<file path="config.mk">
export PLATFORM = sky130hd
export DESIGN_NAME = misr_sig
export DESIGN_NICKNAME = d
export VERILOG_FILES = /design/src/rtl/misr_sig.sv
export SDC_FILE = /design/constraint.sdc
export NUM_CORES = 1
export LEC_CHECK = 0
export CAP_MARGIN = 30
export CORE_AREA = 2 2 98 100
export DETAILED_ROUTE_END_ITERATION = 6
export DIE_AREA = 0 0 100 102
export PLACE_DENSITY = 0.79
export SYNTH_ARGS = -nofsm -noshare
export SYNTH_HDL_FRONTEND = slang
export SYNTH_SLANG_ARGS = --single-unit
</file>
<file path="constraint.sdc">
create_clock -name pixclk -period 2 [get_ports pixclk]
set_input_delay 0.5 -clock pixclk [delete_from_list [all_inputs] [get_ports pixclk]]
set_output_delay 0.5 -clock pixclk [all_outputs]
set_load 0.05 [all_outputs]
</file>
<file path="src/rtl/misr_sig.sv">
// misr_sig: per-frame CRC-16/CCITT signature capture for the red, green and
// blue pixel channels, with a latched, host-acknowledged result.
//
// Optional feature: define MISR_SIG_PIXCNT_EN to add the sig_pixcnt output.
// That output carries a saturating count of the enabled pixels, and the count
// is latched together with the signatures.
//
// state  | meaning
// -------+-----------------------------------------------------------
// IDLE   | no capture armed; enable_crc and misr_done edges ignored
// RUN    | capture armed; enabled pixels fold into the running CRCs
// DONE   | signatures latched; waiting for sig_ack or a new init_crc

module misr_sig #(
  parameter logic [15:0] SEED = 16'hFFFF
) (
  input  logic        pixclk,
  input  logic        reset,
  input  logic        init_crc,
  input  logic        enable_crc,
  input  logic        misr_done,
  input  logic [7:0]  pix_red,
  input  logic [7:0]  pix_grn,
  input  logic [7:0]  pix_blu,
  input  logic        sig_ack,
  output logic [15:0] sig_red,
  output logic [15:0] sig_grn,
  output logic [15:0] sig_blu,
  output logic        sig_valid,
  output logic        sig_ovf,
`ifdef MISR_SIG_PIXCNT_EN
  output logic [23:0] sig_pixcnt,
`endif
  output logic        busy
);

  typedef enum logic [1:0] {
    S_IDLE = 2'd0,
    S_RUN  = 2'd1,
    S_DONE = 2'd2
  } state_t;

  state_t      r_state;
  state_t      w_state_nxt;

  logic        r_done_q;
  logic [15:0] r_crc_red;
  logic [15:0] r_crc_grn;
  logic [15:0] r_crc_blu;
  logic [15:0] r_sig_red;
  logic [15:0] r_sig_grn;
  logic [15:0] r_sig_blu;
  logic        r_sig_valid;
  logic        r_sig_ovf;

  logic        w_done_rise;
  logic        w_advance;
  logic        w_latch;
  logic [15:0] w_crc_red_nxt;
  logic [15:0] w_crc_grn_nxt;
  logic [15:0] w_crc_blu_nxt;

  // One byte of CRC-16/CCITT: poly 0x1021, MSB first, no reflection.
  function automatic logic [15:0] crc16_byte(input logic [15:0] crc_in,
                                             input logic [7:0]  data);
    logic [15:0] c;
    c = crc_in ^ {data, 8'h00};
    for (int i = 0; i < 8; i++) begin
      if (c[15]) c = {c[14:0], 1'b0} ^ 16'h1021;
      else       c = {c[14:0], 1'b0};
    end
    return c;
  endfunction

  assign w_done_rise = misr_done & ~r_done_q;
  assign w_advance   = (r_state == S_RUN) & enable_crc;
  // init_crc beats a coincident misr_done edge, so it also suppresses the latch.
  assign w_latch     = (r_state == S_RUN) & w_done_rise & ~init_crc;

  // The latched value must include the pixel that arrives on the latch cycle.
  // For that reason the latch copies the next-state CRCs.
  assign w_crc_red_nxt = w_advance ? crc16_byte(r_crc_red, pix_red) : r_crc_red;
  assign w_crc_grn_nxt = w_advance ? crc16_byte(r_crc_grn, pix_grn) : r_crc_grn;
  assign w_crc_blu_nxt = w_advance ? crc16_byte(r_crc_blu, pix_blu) : r_crc_blu;

  // State register.
  always_ff @(posedge pixclk) begin
    if (!reset) r_state <= S_IDLE;
    else        r_state <= w_state_nxt;
  end

  // Next-state logic; init_crc re-arms from any state.
  always_comb begin
    w_state_nxt = r_state;
    if (init_crc) begin
      w_state_nxt = S_RUN;
    end else begin
      case (r_state)
        S_IDLE:  w_state_nxt = S_IDLE;
        S_RUN:   if (w_done_rise) w_state_nxt = S_DONE;
        S_DONE:  if (sig_ack) w_state_nxt = S_IDLE;
        default: w_state_nxt = S_IDLE;
      endcase
    end
  end

  // Running CRCs, misr_done edge detect, signature latch and status flags.
  always_ff @(posedge pixclk) begin
    if (!reset) begin
      r_done_q    <= 1'b0;
      r_crc_red   <= 16'h0000;
      r_crc_grn   <= 16'h0000;
      r_crc_blu   <= 16'h0000;
      r_sig_red   <= 16'h0000;
      r_sig_grn   <= 16'h0000;
      r_sig_blu   <= 16'h0000;
      r_sig_valid <= 1'b0;
      r_sig_ovf   <= 1'b0;
    end else begin
      r_done_q <= misr_done;
      if (init_crc) begin
        r_crc_red <= SEED;
        r_crc_grn <= SEED;
        r_crc_blu <= SEED;
      end else begin
        r_crc_red <= w_crc_red_nxt;
        r_crc_grn <= w_crc_grn_nxt;
        r_crc_blu <= w_crc_blu_nxt;
      end
      if (w_latch) begin
        r_sig_red <= w_crc_red_nxt;
        r_sig_grn <= w_crc_grn_nxt;
        r_sig_blu <= w_crc_blu_nxt;
      end
      // A latch wins over a same-cycle ack, so the new result stays valid.
      if (w_latch)      r_sig_valid <= 1'b1;
      else if (sig_ack) r_sig_valid <= 1'b0;
      if (w_latch && r_sig_valid && !sig_ack) r_sig_ovf <= 1'b1;
      else if (sig_ack)                       r_sig_ovf <= 1'b0;
    end
  end

`ifdef MISR_SIG_PIXCNT_EN
  logic [23:0] r_pixcnt;
  logic [23:0] r_sig_pixcnt;
  logic [23:0] w_pixcnt_nxt;

  assign w_pixcnt_nxt = (w_advance && (r_pixcnt != 24'hFFFFFF)) ? r_pixcnt + 24'd1
                                                                : r_pixcnt;

  // Saturating enabled-pixel counter, latched alongside the signatures.
  always_ff @(posedge pixclk) begin
    if (!reset) begin
      r_pixcnt     <= 24'd0;
      r_sig_pixcnt <= 24'd0;
    end else begin
      if (init_crc) r_pixcnt <= 24'd0;
      else          r_pixcnt <= w_pixcnt_nxt;
      if (w_latch)  r_sig_pixcnt <= w_pixcnt_nxt;
    end
  end

  assign sig_pixcnt = r_sig_pixcnt;
`endif

  assign sig_red   = r_sig_red;
  assign sig_grn   = r_sig_grn;
  assign sig_blu   = r_sig_blu;
  assign sig_valid = r_sig_valid;
  assign sig_ovf   = r_sig_ovf;
  assign busy      = (r_state == S_RUN);

endmodule

</file>
==> impl_metrics.yaml, run 1 <==
status:
  status: "finished clean"
cts:
  numCtsBuffers: 9
  cts_tree: "done"
  clkTransAtPathRegs_ns: 0.10
  ctsRootBufferMaster: "clkbuf_8"
  htree_levels: 3
  ctsHoldBuffers: 0
  cts_buffer_depth: 2
  insertion_delay_ns: 0.36
  cts.sinks: 101
sta:
  hold_viol_final: 0
  rsz0062_at_grt: "false"
  period_share_pct: 89.2
  holdWs_ns: 0.461
  slew_headroom_pct: 66.7
  setup_viol: 0
  finalMaxSlewViolations: 0
  tightest_slew_ns: 0.501
  max_freq_mhz: 561
  finalCriticalPeriod_ns: 1.78
  fin_skew_ns: 0.0130
place:
  hpwl_um: 8320
  place_congestion: 0.845
  dp.cells: 704
  io_buffers: 80
  dpl_cell_area_um2: 5690
worst_setup_path:
  r2r_end: "sig_red[3]$_SDFFE_PN0P_"
  reg2reg_depth: 6
  end_kind: "output port"
  crit_end: "sig_grn[7]"
  startpoint_type: "flop"
  cpLargestDelayFamily: "buffers and inverters"
  critPathSlowestCell: "dlygate4sd2_1"
  worst-path-max-fanout: 2
  critPathMaxStageDelay_ns: 0.55
  worstPathRequired_ns: 1.50
  worstSetupStartpoint: "sig_grn[7]$_SDFFE_PN0P_"
  arrival_ns: 1.28
  reg2reg_slack_ns: 0.47
  r2r_start: "r_state[0]$_SDFFE_PN0P_"
  cp_num_cells: 1
  crit_buf_inv: 1
  path_cells: "dlygate4sd2_1"
  critPathKind: "flop to output port"
logic_synthesis:
  syn_nets: 539
  async_flop_share_pct: 0
  synth-compound-area-share_pct: 20.0
  syn_inst: 509
  synth_area_um2: 4580
  syn_avg_cell_area_um2: 9.00
  ys_ff_latch: 101
  synth_edf_count: 0
  synth_top_family_by_area: "compound AO/OA/AOI/OAI gates"
  synth.mux.area_fraction_pct: 5.24
  synth_xor_area_share_pct: 13.0
  synth-simple-area-share_pct: 13.2
  ys_seq_area_share_pct: 44.1
  synth_top_flop_cell: "dfxtp_1"
  ys_warn_count: 0
  synthAdderAreaFrac_pct: 0
  ys_types: 35
route:
  antenna_left: 0
  dr.pass1.iters: 5
  route.detailed.drc: 0
  vias: 3986
  initialDrtViolationCount: 222
  routedWlPerCell_um: 16.3
  routed_wl_um: 11700
  viasPerCell: 5.54
finish:
  final_common_cell: "dfxtp_1"
  fillCellCount: 761
  finalInstanceArea_um2: 5870
  stdcell_count: 720
  mostFrequentLayoutCells: "dfxtp_1, buf_4, nand2_1"
  nets: 634
  layout-drive-gt1-share_pct: 17.9
  diodes: 0
  syn2layout_area_growth_pct: 28.0
floorplanning:
  initial_utilization_pct: 50.3
  fp.dieW_um: 100
  pin_count: 81
  core_um2: 9110
  die_area_um2: 10200
  row_count: 35
  die_h_um: 102
min_path:
  hold_path.class: "flop to flop"
grt:
  grt_pass1_wl_um: 19300
  grt_use_total_pct: 23.8
  grt_pass1_vias: 3861
  grt_max_degree: 45
  antenna_found_initial: 0
  gr-total-overflow: 0
power_and_ir_drop:
  p_leak_uw: 0.00241
  ir_drop_mv: 0.387
  fin_total_pwr_uw: 4600
  p_per_area_nw_per_um2: 783
flow_run:
  max-cap-violations: 0
-- flip-flops by register name, summed over array words and instances (netlist names) --
signal and cells:
sig_blu 16, r_crc_grn 16, r_crc_blu 16, r_crc_red 16, sig_red 16, sig_valid 1
r_state 2, sig_ovf 1, r_done_q 1, sig_grn 16
-- cells in the mapped netlist, types with 2 or more instances --
library cell | count | area (um2)
a31oi_1 | 36 | 225
mux2i_1 | 24 | 240
a21oi_1 | 24 | 120
and2_0 | 5 | 31.3
dfxtp_1 | 101 | 2020
xnor3_1 | 3 | 67.6
buf_2 | 14 | 70.1
buf_6 | 2 | 22.5
clkbuf_1 | 19 | 71.3
o21ai_0 | 51 | 255
nand3_1 | 21 | 105
xnor2_1 | 38 | 333
o21ba_1 | 3 | 30.0
and2_1 | 8 | 50.1
clkinv_1 | 2 | 7.51
nor2_1 | 19 | 71.3
o21a_1 | 18 | 135
inv_1 | 4 | 15.0
xor2_1 | 3 | 26.3
buf_1 | 3 | 11.3
o21ai_1 | 15 | 75.1
nand2_1 | 59 | 221
xnor2_4 | 3 | 82.6
o211ai_1 | 9 | 67.6
nand2b_1 | 13 | 81.3
xor3_1 | 3 | 71.3
-- routing by layer --
| layer | track usage, % | wire, um | vias up |
|---|---|---|---|
| met5 | 0 | 0 | - |
| met4 | 6.43 | 169 | 0 |
| met3 | 4.51 | 588 | 16 |
| met2 | 38.8 | 5620 | 123 |
| met1 | 32.6 | 5330 | 1885 |
| li1 | - | - | 1962 |
-- per-stage QoR --
stage                     utilization [%]  setup WS (ns)  TNS, ns
after CTS                            64.4          0.216        0
after global routing                 64.4          0.160        0
after global placement               62.5        -0.0834   -0.380
after detailed placement             62.5        -0.0767    -1.13
after floorplan                         -          0.498        0
final                                64.4          0.217        0
-- cell families (layout without fill, tap and decap cells) --
kind of cell | count (synthesis) | count (layout)
AOI/OAI and AO/OA | 157 | 157
buffers and inverters | 45 | 145
xor gates and xnor gates | 51 | 51
DFF | 101 | 101
muxes | 24 | 24
and+or+nand+nor | 131 | 131
-- cell type report --
class	instances	area, um2	share of cell area (%)
Clock inverter	6	46.3	0.789
Sequential cell	101	2020	34.5
Timing Repair Buffer	123	1140	19.4
Tap cell	111	139	2.37
Clock buffer	10	138	2.35
Multi-Input combinational cell	363	2360	40.3
Inverter	6	22.5	0.384
-- tightest hold or removal path: stages (launching register included) --
cell and delay, ns:
dfxtp_1 0.32, nand3_1 0.06, o21ai_1 0.05
-- where the power goes --
group          internal (uW)  total [uW]  switching (uW)
Clock                    493        1220             727
Sequential              2130        2230            96.1
Combinational            566        1150             580
Total                   3190        4600            1400
-- worst min path at each step --
stage	from	to	slack, ns	cells after the start
floorplan	r_crc_grn[11]$_SDFF_PN0_	sig_grn[11]$_SDFFE_PN0P_	0.48	2
global placement	sig_blu[2]$_SDFFE_PN0P_	sig_blu[2]$_SDFFE_PN0P_	0.45	2
detailed placement	sig_blu[2]$_SDFFE_PN0P_	sig_blu[2]$_SDFFE_PN0P_	0.45	2
CTS	sig_blu[2]$_SDFFE_PN0P_	sig_blu[2]$_SDFFE_PN0P_	0.46	2
global route	sig_grn[2]$_SDFFE_PN0P_	sig_grn[2]$_SDFFE_PN0P_	0.48	2
finish	sig_blu[2]$_SDFFE_PN0P_	sig_blu[2]$_SDFFE_PN0P_	0.46	2
-- timing repair --
item / CTS / global route
setup buffers: 0 / 0
resized for setup: 7 / 0
setup endpoints to repair: 7 / 0
No activity file was read; power rests on OpenSTA's default activity.
==> run 2: changes to the inputs <==
==> config.mk (replaced) <==
export PLATFORM = sky130hd
export DESIGN_NAME = misr_sig
export DESIGN_NICKNAME = d
export VERILOG_FILES = /design/src/rtl/misr_sig.sv
export SDC_FILE = /design/constraint.sdc
export NUM_CORES = 1
export LEC_CHECK = 0
export ABC_AREA = 1
export CAP_MARGIN = 30
export CORE_AREA = 2 2 105 107
export DETAILED_ROUTE_END_ITERATION = 6
export DIE_AREA = 0 0 107 109
export PLACE_DENSITY = 0.77
export SYNTH_ARGS = -nofsm -noshare
export SYNTH_HDL_FRONTEND = slang
export SYNTH_SLANG_ARGS = --single-unit
==> run 2 against run 1 <==
Effect of this change:
- clock power rose by 13%
- clock-buffer cell count fell by 1
- critical path depth rose by 2
- routed wire length rose by 12%
- non-clock buffer count rose by 4
- sequential cell count did not move
- utilization fell by 2.4 points
- die area rose by 14%
- largest power group unchanged
==> impl_metrics.yaml, run 2 <==
cts:
  ctsHoldBuffers: 0
  clkTransAtPathRegs_ns: 0.10
  numCtsBuffers: 9
  htree_levels: 3
  insertion_delay_ns: 0.38
  cts_tree: "done"
  cts_setup_buffers: 0
  cts_resized: 0
  ctsRootBufferMaster: "clkbuf_8"
  cts.sinks: 101
  cts_buffer_depth: 2
finish:
  layout-drive-gt1-share_pct: 13.2
  regArea_um2: 2020
  post-route-util_pct: 62.0
  nets: 948
  stdcell_count: 1063
  final_common_cell: "nand2_1"
  diodes: 0
  multiInputGateArea_um2: 2520
  mostFrequentLayoutCells: "nand2_1, inv_1, dfxtp_1"
  syn2layout_area_growth_pct: 24.9
  fillCellCount: 990
logic_synthesis:
  ys_seq_area_share_pct: 38.4
  ys_top_cells_by_area: "dfxtp_1, nand2_1, inv_1"
  synth-simple-area-share_pct: 31.2
  synth_top_family_by_area: "simple AND/OR/NAND/NOR gates"
  ys_warn_count: 0
  syn_nets: 846
  synth_top_flop_cell: "dfxtp_1"
  synth_top_area_share_pct: 38.4
  ys_ff_latch: 101
  synth.mux.area_fraction_pct: 0
  synth-compound-area-share_pct: 12.0
  synthAdderAreaFrac_pct: 0
  syn_avg_cell_area_um2: 6.45
  synth_top_cell_by_area: "dfxtp_1"
  synth_xor_area_share_pct: 4.66
  synth_edf_count: 0
  synth_area_um2: 5270
  yosysMostFrequentCell: "nand2_1"
  synth_commonest_cells: "nand2_1, inv_1, dfxtp_1"
  syn_inst: 816
  ys_types: 25
  async_flop_share_pct: 0
sta:
  rsz0062_at_grt: "false"
  finalMaxSlewViolations: 0
  fin_skew_ns: 0.0136
  finalCriticalPeriod_ns: 1.63
  max_freq_mhz: 614
  slew_headroom_pct: 67.3
  timing.final.ws_setup_ns: 0.371
  hold_viol_final: 0
  holdWs_ns: 0.502
  setup_viol: 0
  tightest_slew_ns: 0.485
  period_share_pct: 81.4
worst_setup_path:
  critPathKind: "flop to output port"
  worstPathRequired_ns: 1.50
  arrival_ns: 1.13
  reg2reg_depth: 10
  r2r_start: "r_state[0]$_SDFFE_PN0P_"
  startpoint_type: "flop"
  worstSetupStartpoint: "r_state[0]$_SDFFE_PN0P_"
  reg2reg_slack_ns: 0.50
  end_kind: "output port"
  worst-path-max-fanout: 4
  crit_end: "busy"
  r2r_end: "r_crc_red[6]$_SDFF_PN0_"
grt:
  antenna_found_initial: 0
  gr-total-overflow: 0
  grt_use_total_pct: 23.0
  grt_max_degree: 63
  grt_pass1_wl_um: 21600
  grt_pass1_vias: 4670
floorplanning:
  fp.dieW_um: 107
  pin_count: 81
  row_count: 38
  die_area_um2: 11700
  core_um2: 10600
  die_h_um: 109
  initial_utilization_pct: 49.7
flow_run:
  max-cap-violations: 0
route:
  antenna_left: 0
  routedWlPerCell_um: 12.4
  initialDrtViolationCount: 358
  viasPerCell: 4.91
  route.met3.wl_um: 797
  vias: 5217
  dr.pass1.iters: 5
  routed_wl_um: 13100
  route.detailed.drc: 0
  drt-met1-wl_um: 6470
  top_layer: "met4"
  dr_wl_met2_um: 5690
status:
  status: "finished clean"
place:
  preCtsSetupSlack_ns: -0.0116
  dp.cells: 1047
  io_buffers: 80
  hpwl_um: 9530
  place_congestion: 0.858
power_and_ir_drop:
  p_per_area_nw_per_um2: 718
  p_leak_uw: 0.00370
  ir_drop_mv: 0.383
min_path:
  hold_path.class: "flop to flop"
[run 2: cell count changes after synthesis, moves of 12 or more]
| cell | delta |
|---|---|
| nand2_1 | +230 |
| inv_1 | +138 |
| nand3_1 | +69 |
| a31oi_1 | -36 |
| mux2i_1 | -24 |
| xnor2_1 | -23 |
| a21oi_1 | -22 |
| o21ai_0 | +15 |
| nand2b_1 | -13 |
| o21bai_1 | +13 |
| nor2_1 | -12 |
[run 2: per-stage QoR]
step	cell area, um2	total power (uW)	setup TNS, ns
final	6580	4720	0
after global routing	6580	4960	0
after CTS	6580	4730	0
after detailed placement	6370	3380	-0.0124
after global placement	6370	3360	0
after floorplan	5270	2970	0
[run 2: final cells by class]
type / count / share of cell area [%]
inverters: 145 / 8.31
clock inverters: 7 / 1.22
flip-flops and latches: 101 / 30.7
clock buffers: 9 / 1.88
well taps: 140 / 2.66
repair buffers: 127 / 16.9
multi-input cells: 534 / 38.3
[run 2: power breakdown]
| group | switching [uW] | internal, uW |
|---|---|---|
| Combinational | 679 | 447 |
| Clock | 777 | 599 |
| Sequential | 87.0 | 2130 |
| Total | 1540 | 3180 |
[run 2: cells by family (layout without fill, tap and decap cells)]
family | count (synthesis) | count (layout)
AND/OR/NAND/NOR | 397 | 397
AO/OA/AOI/OAI | 109 | 109
buffers and inverters | 181 | 288
XOR/XNOR | 28 | 28
flip-flops | 101 | 101
[run 2: metal layers]
metal	track usage, %	vias to the layer above
li1	-	2716
met5	0	-
met2	35.4	155
met3	3.65	15
met1	33.3	2331
met4	7.05	0
[run 2: worst min path at each step]
| stage | start | to | slack [ns] | depth (start not counted) |
|---|---|---|---|---|
| floorplan | r_done_q$_SDFF_PN0_ | r_state[0]$_SDFFE_PN0P_ | 0.50 | 2 |
| global placement | sig_valid$_SDFFE_PN0P_ | sig_valid$_SDFFE_PN0P_ | 0.49 | 2 |
| detailed placement | sig_blu[11]$_SDFFE_PN0P_ | sig_blu[11]$_SDFFE_PN0P_ | 0.48 | 2 |
| CTS | reset | r_done_q$_SDFF_PN0_ | 0.50 | 3 |
| global route | sig_valid$_SDFFE_PN0P_ | sig_valid$_SDFFE_PN0P_ | 0.54 | 2 |
| finish | sig_valid$_SDFFE_PN0P_ | sig_valid$_SDFFE_PN0P_ | 0.50 | 2 |
[run 2: worst max-delay path, stage by stage (launching register included)]
cell and delay (ns):
dfxtp_1 0.34, inv_2 0.05, nor2_4 0.14, buf_4 0.22
==> run 3: changes to the inputs <==
==> constraint.sdc (replaced) <==
create_clock -name pixclk -period 1.7 [get_ports pixclk]
set_input_delay 0.425 -clock pixclk [delete_from_list [all_inputs] [get_ports pixclk]]
set_output_delay 0.425 -clock pixclk [all_outputs]
set_load 0.05 [all_outputs]
==> run 3 against run 2 <==
Effect of this change:
- design area is 4.3% higher
- global-route usage is 0.28 points higher
- die area stayed put
- utilization is 2.7 points higher
- register-to-register slack worse by 0.35 ns
- largest cell class unchanged
==> impl_metrics.yaml, run 3 (same netlist as run 2, synthesis figures left out) <==
finish:
  finalInstanceArea_um2: 6860
  nets: 972
  final_common_cell: "nand2_1"
  syn2layout_area_growth_pct: 30.2
  mostFrequentLayoutCells: "nand2_1, inv_1, buf_4"
  layout-drive-gt1-share_pct: 15.4
  diodes: 0
  fillCellCount: 930
power_and_ir_drop:
  p_comb_share_pct: 25.6
  p_per_area_nw_per_um2: 812
  p_sw_share_pct: 33.8
  seq_power_share_pct: 46.9
  ir_drop_mv: 0.481
  p_int_uw: 3690
  pwr-share-clk_pct: 27.5
  p_sw_uw: 1880
  p_leak_uw: 0.00384
route:
  routed_wl_um: 13600
  viasPerCell: 4.83
  antenna_left: 0
  vias: 5246
  route.detailed.drc: 0
  dr.pass1.iters: 5
  routedWlPerCell_um: 12.5
  initialDrtViolationCount: 321
sta:
  slew_headroom_pct: 66.1
  setup_viol: 0
  max_freq_mhz: 620
  finalCriticalPeriod_ns: 1.61
  finalMaxSlewViolations: 0
  period_share_pct: 94.9
  fin_setup_tns_ns: 0
  tightest_slew_ns: 0.503
  fin_skew_ns: 0.0118
  hold_viol_final: 0
cts:
  cts_buffer_depth: 2
  htree_levels: 3
  clkTransAtPathRegs_ns: 0.11
  insertion_delay_ns: 0.38
  cts_tree: "done"
  numCtsBuffers: 9
  ctsRootBufferMaster: "clkbuf_8"
  ctsHoldBuffers: 0
  cts.sinks: 101
worst_setup_path:
  worst-path-max-fanout: 17
  arrival_ns: 1.90
  critPathKind: "input pin to flop"
  end_kind: "flop"
  startpoint_type: "input pin"
  worstPathRequired_ns: 1.98
grt:
  grt_pass1_vias: 4660
  antenna_found_initial: 0
  grt_max_degree: 43
  gr-total-overflow: 0
  grt_pass1_wl_um: 21800
  grt_use_total_pct: 23.3
floorplanning:
  initial_utilization_pct: 49.7
  die_area_um2: 11700
  die_h_um: 109
  core_um2: 10600
  pin_count: 81
  row_count: 38
  fp.dieW_um: 107
status:
  status: "finished clean"
place:
  hpwl_um: 9490
  place_congestion: 0.852
  io_buffers: 80
  dpl_cell_area_um2: 6550
flow_run:
  max-cap-violations: 0
min_path:
  hold_path.class: "input pin to flop"
-- run 3: worst paths after layout --
| check | endpoint | startpoint | slack [ns] | cells past startpoint |
|---|---|---|---|---|
| max | sig_blu[13]$_SDFFE_PN0P_ | misr_done | 0.09 | 11 |
| min | r_crc_grn[8]$_SDFF_PN0_ | reset | 0.39 | 3 |
| max reg2reg | r_crc_blu[1]$_SDFF_PN0_ | r_state[0]$_SDFFE_PN0P_ | 0.15 | 9 |
| min reg2reg | sig_blu[10]$_SDFFE_PN0P_ | sig_blu[10]$_SDFFE_PN0P_ | 0.51 | 2 |
-- run 3: final cells by class --
cell class,count,area [um2],area share [%]
clock inverters,7,68.8,1.00
clock buffers,9,124,1.81
repair buffers,151,1400,20.4
multi-input cells,534,2520,36.7
well taps,140,175,2.55
inverters,145,547,7.97
flip-flops and latches,101,2020,29.5
-- run 3: power groups by stage --
stage               Sequential, uW  Combinational [uW]  Clock, uW
floorplan                     2790                 704          0
global placement              2660                1370          0
detailed placement            2660                1390          0
CTS                           2610                1400       1540
global route                  2630                1590       1620
finish                        2610                1420       1530
-- run 3: critical path, cell delays in order --
cell             delay (ns)
clkdlybuf4s50_1        0.47
inv_1                  0.05
nor2_1                 0.10
nand2_2                0.09
nor2_4                 0.13
buf_12                 0.13
buf_12                 0.10
clkbuf_16              0.17
nand3_1                0.11
nand2_1                0.07
inv_1                  0.03
-- run 3: repair_timing --
item                       4_1_cts  5_1_grt
buffers inserted                 0        3
setup endpoints to repair        0        4
resized for setup                0        1
-- run 3: per-stage QoR --
stage / worst slack, ns / std cells / power, uW / utilization, % / hold WS (ns)
after CTS: 0.131 / 1082 / 5550 / 63.6 / 0.384
after floorplan: 0.196 / 816 / 3490 / - / 0.500
after global placement: -0.219 / 1066 / 4030 / 61.8 / 0.486
after detailed placement: -0.257 / 1066 / 4050 / 61.8 / 0.483
after global routing: -0.0231 / 1087 / 5840 / 64.7 / 0.392
final: 0.0869 / 1087 / 5570 / 64.7 / 0.393
-- run 3: per-layer routing --
layer | GRT usage (%) | vias to the layer above | wire, um
li1 | - | 2769 | -
met3 | 3.17 | 12 | 793
met1 | 34.0 | 2321 | 6810
met2 | 35.9 | 144 | 5870
met5 | 0 | - | 0
met4 | 7.14 | 0 | 154
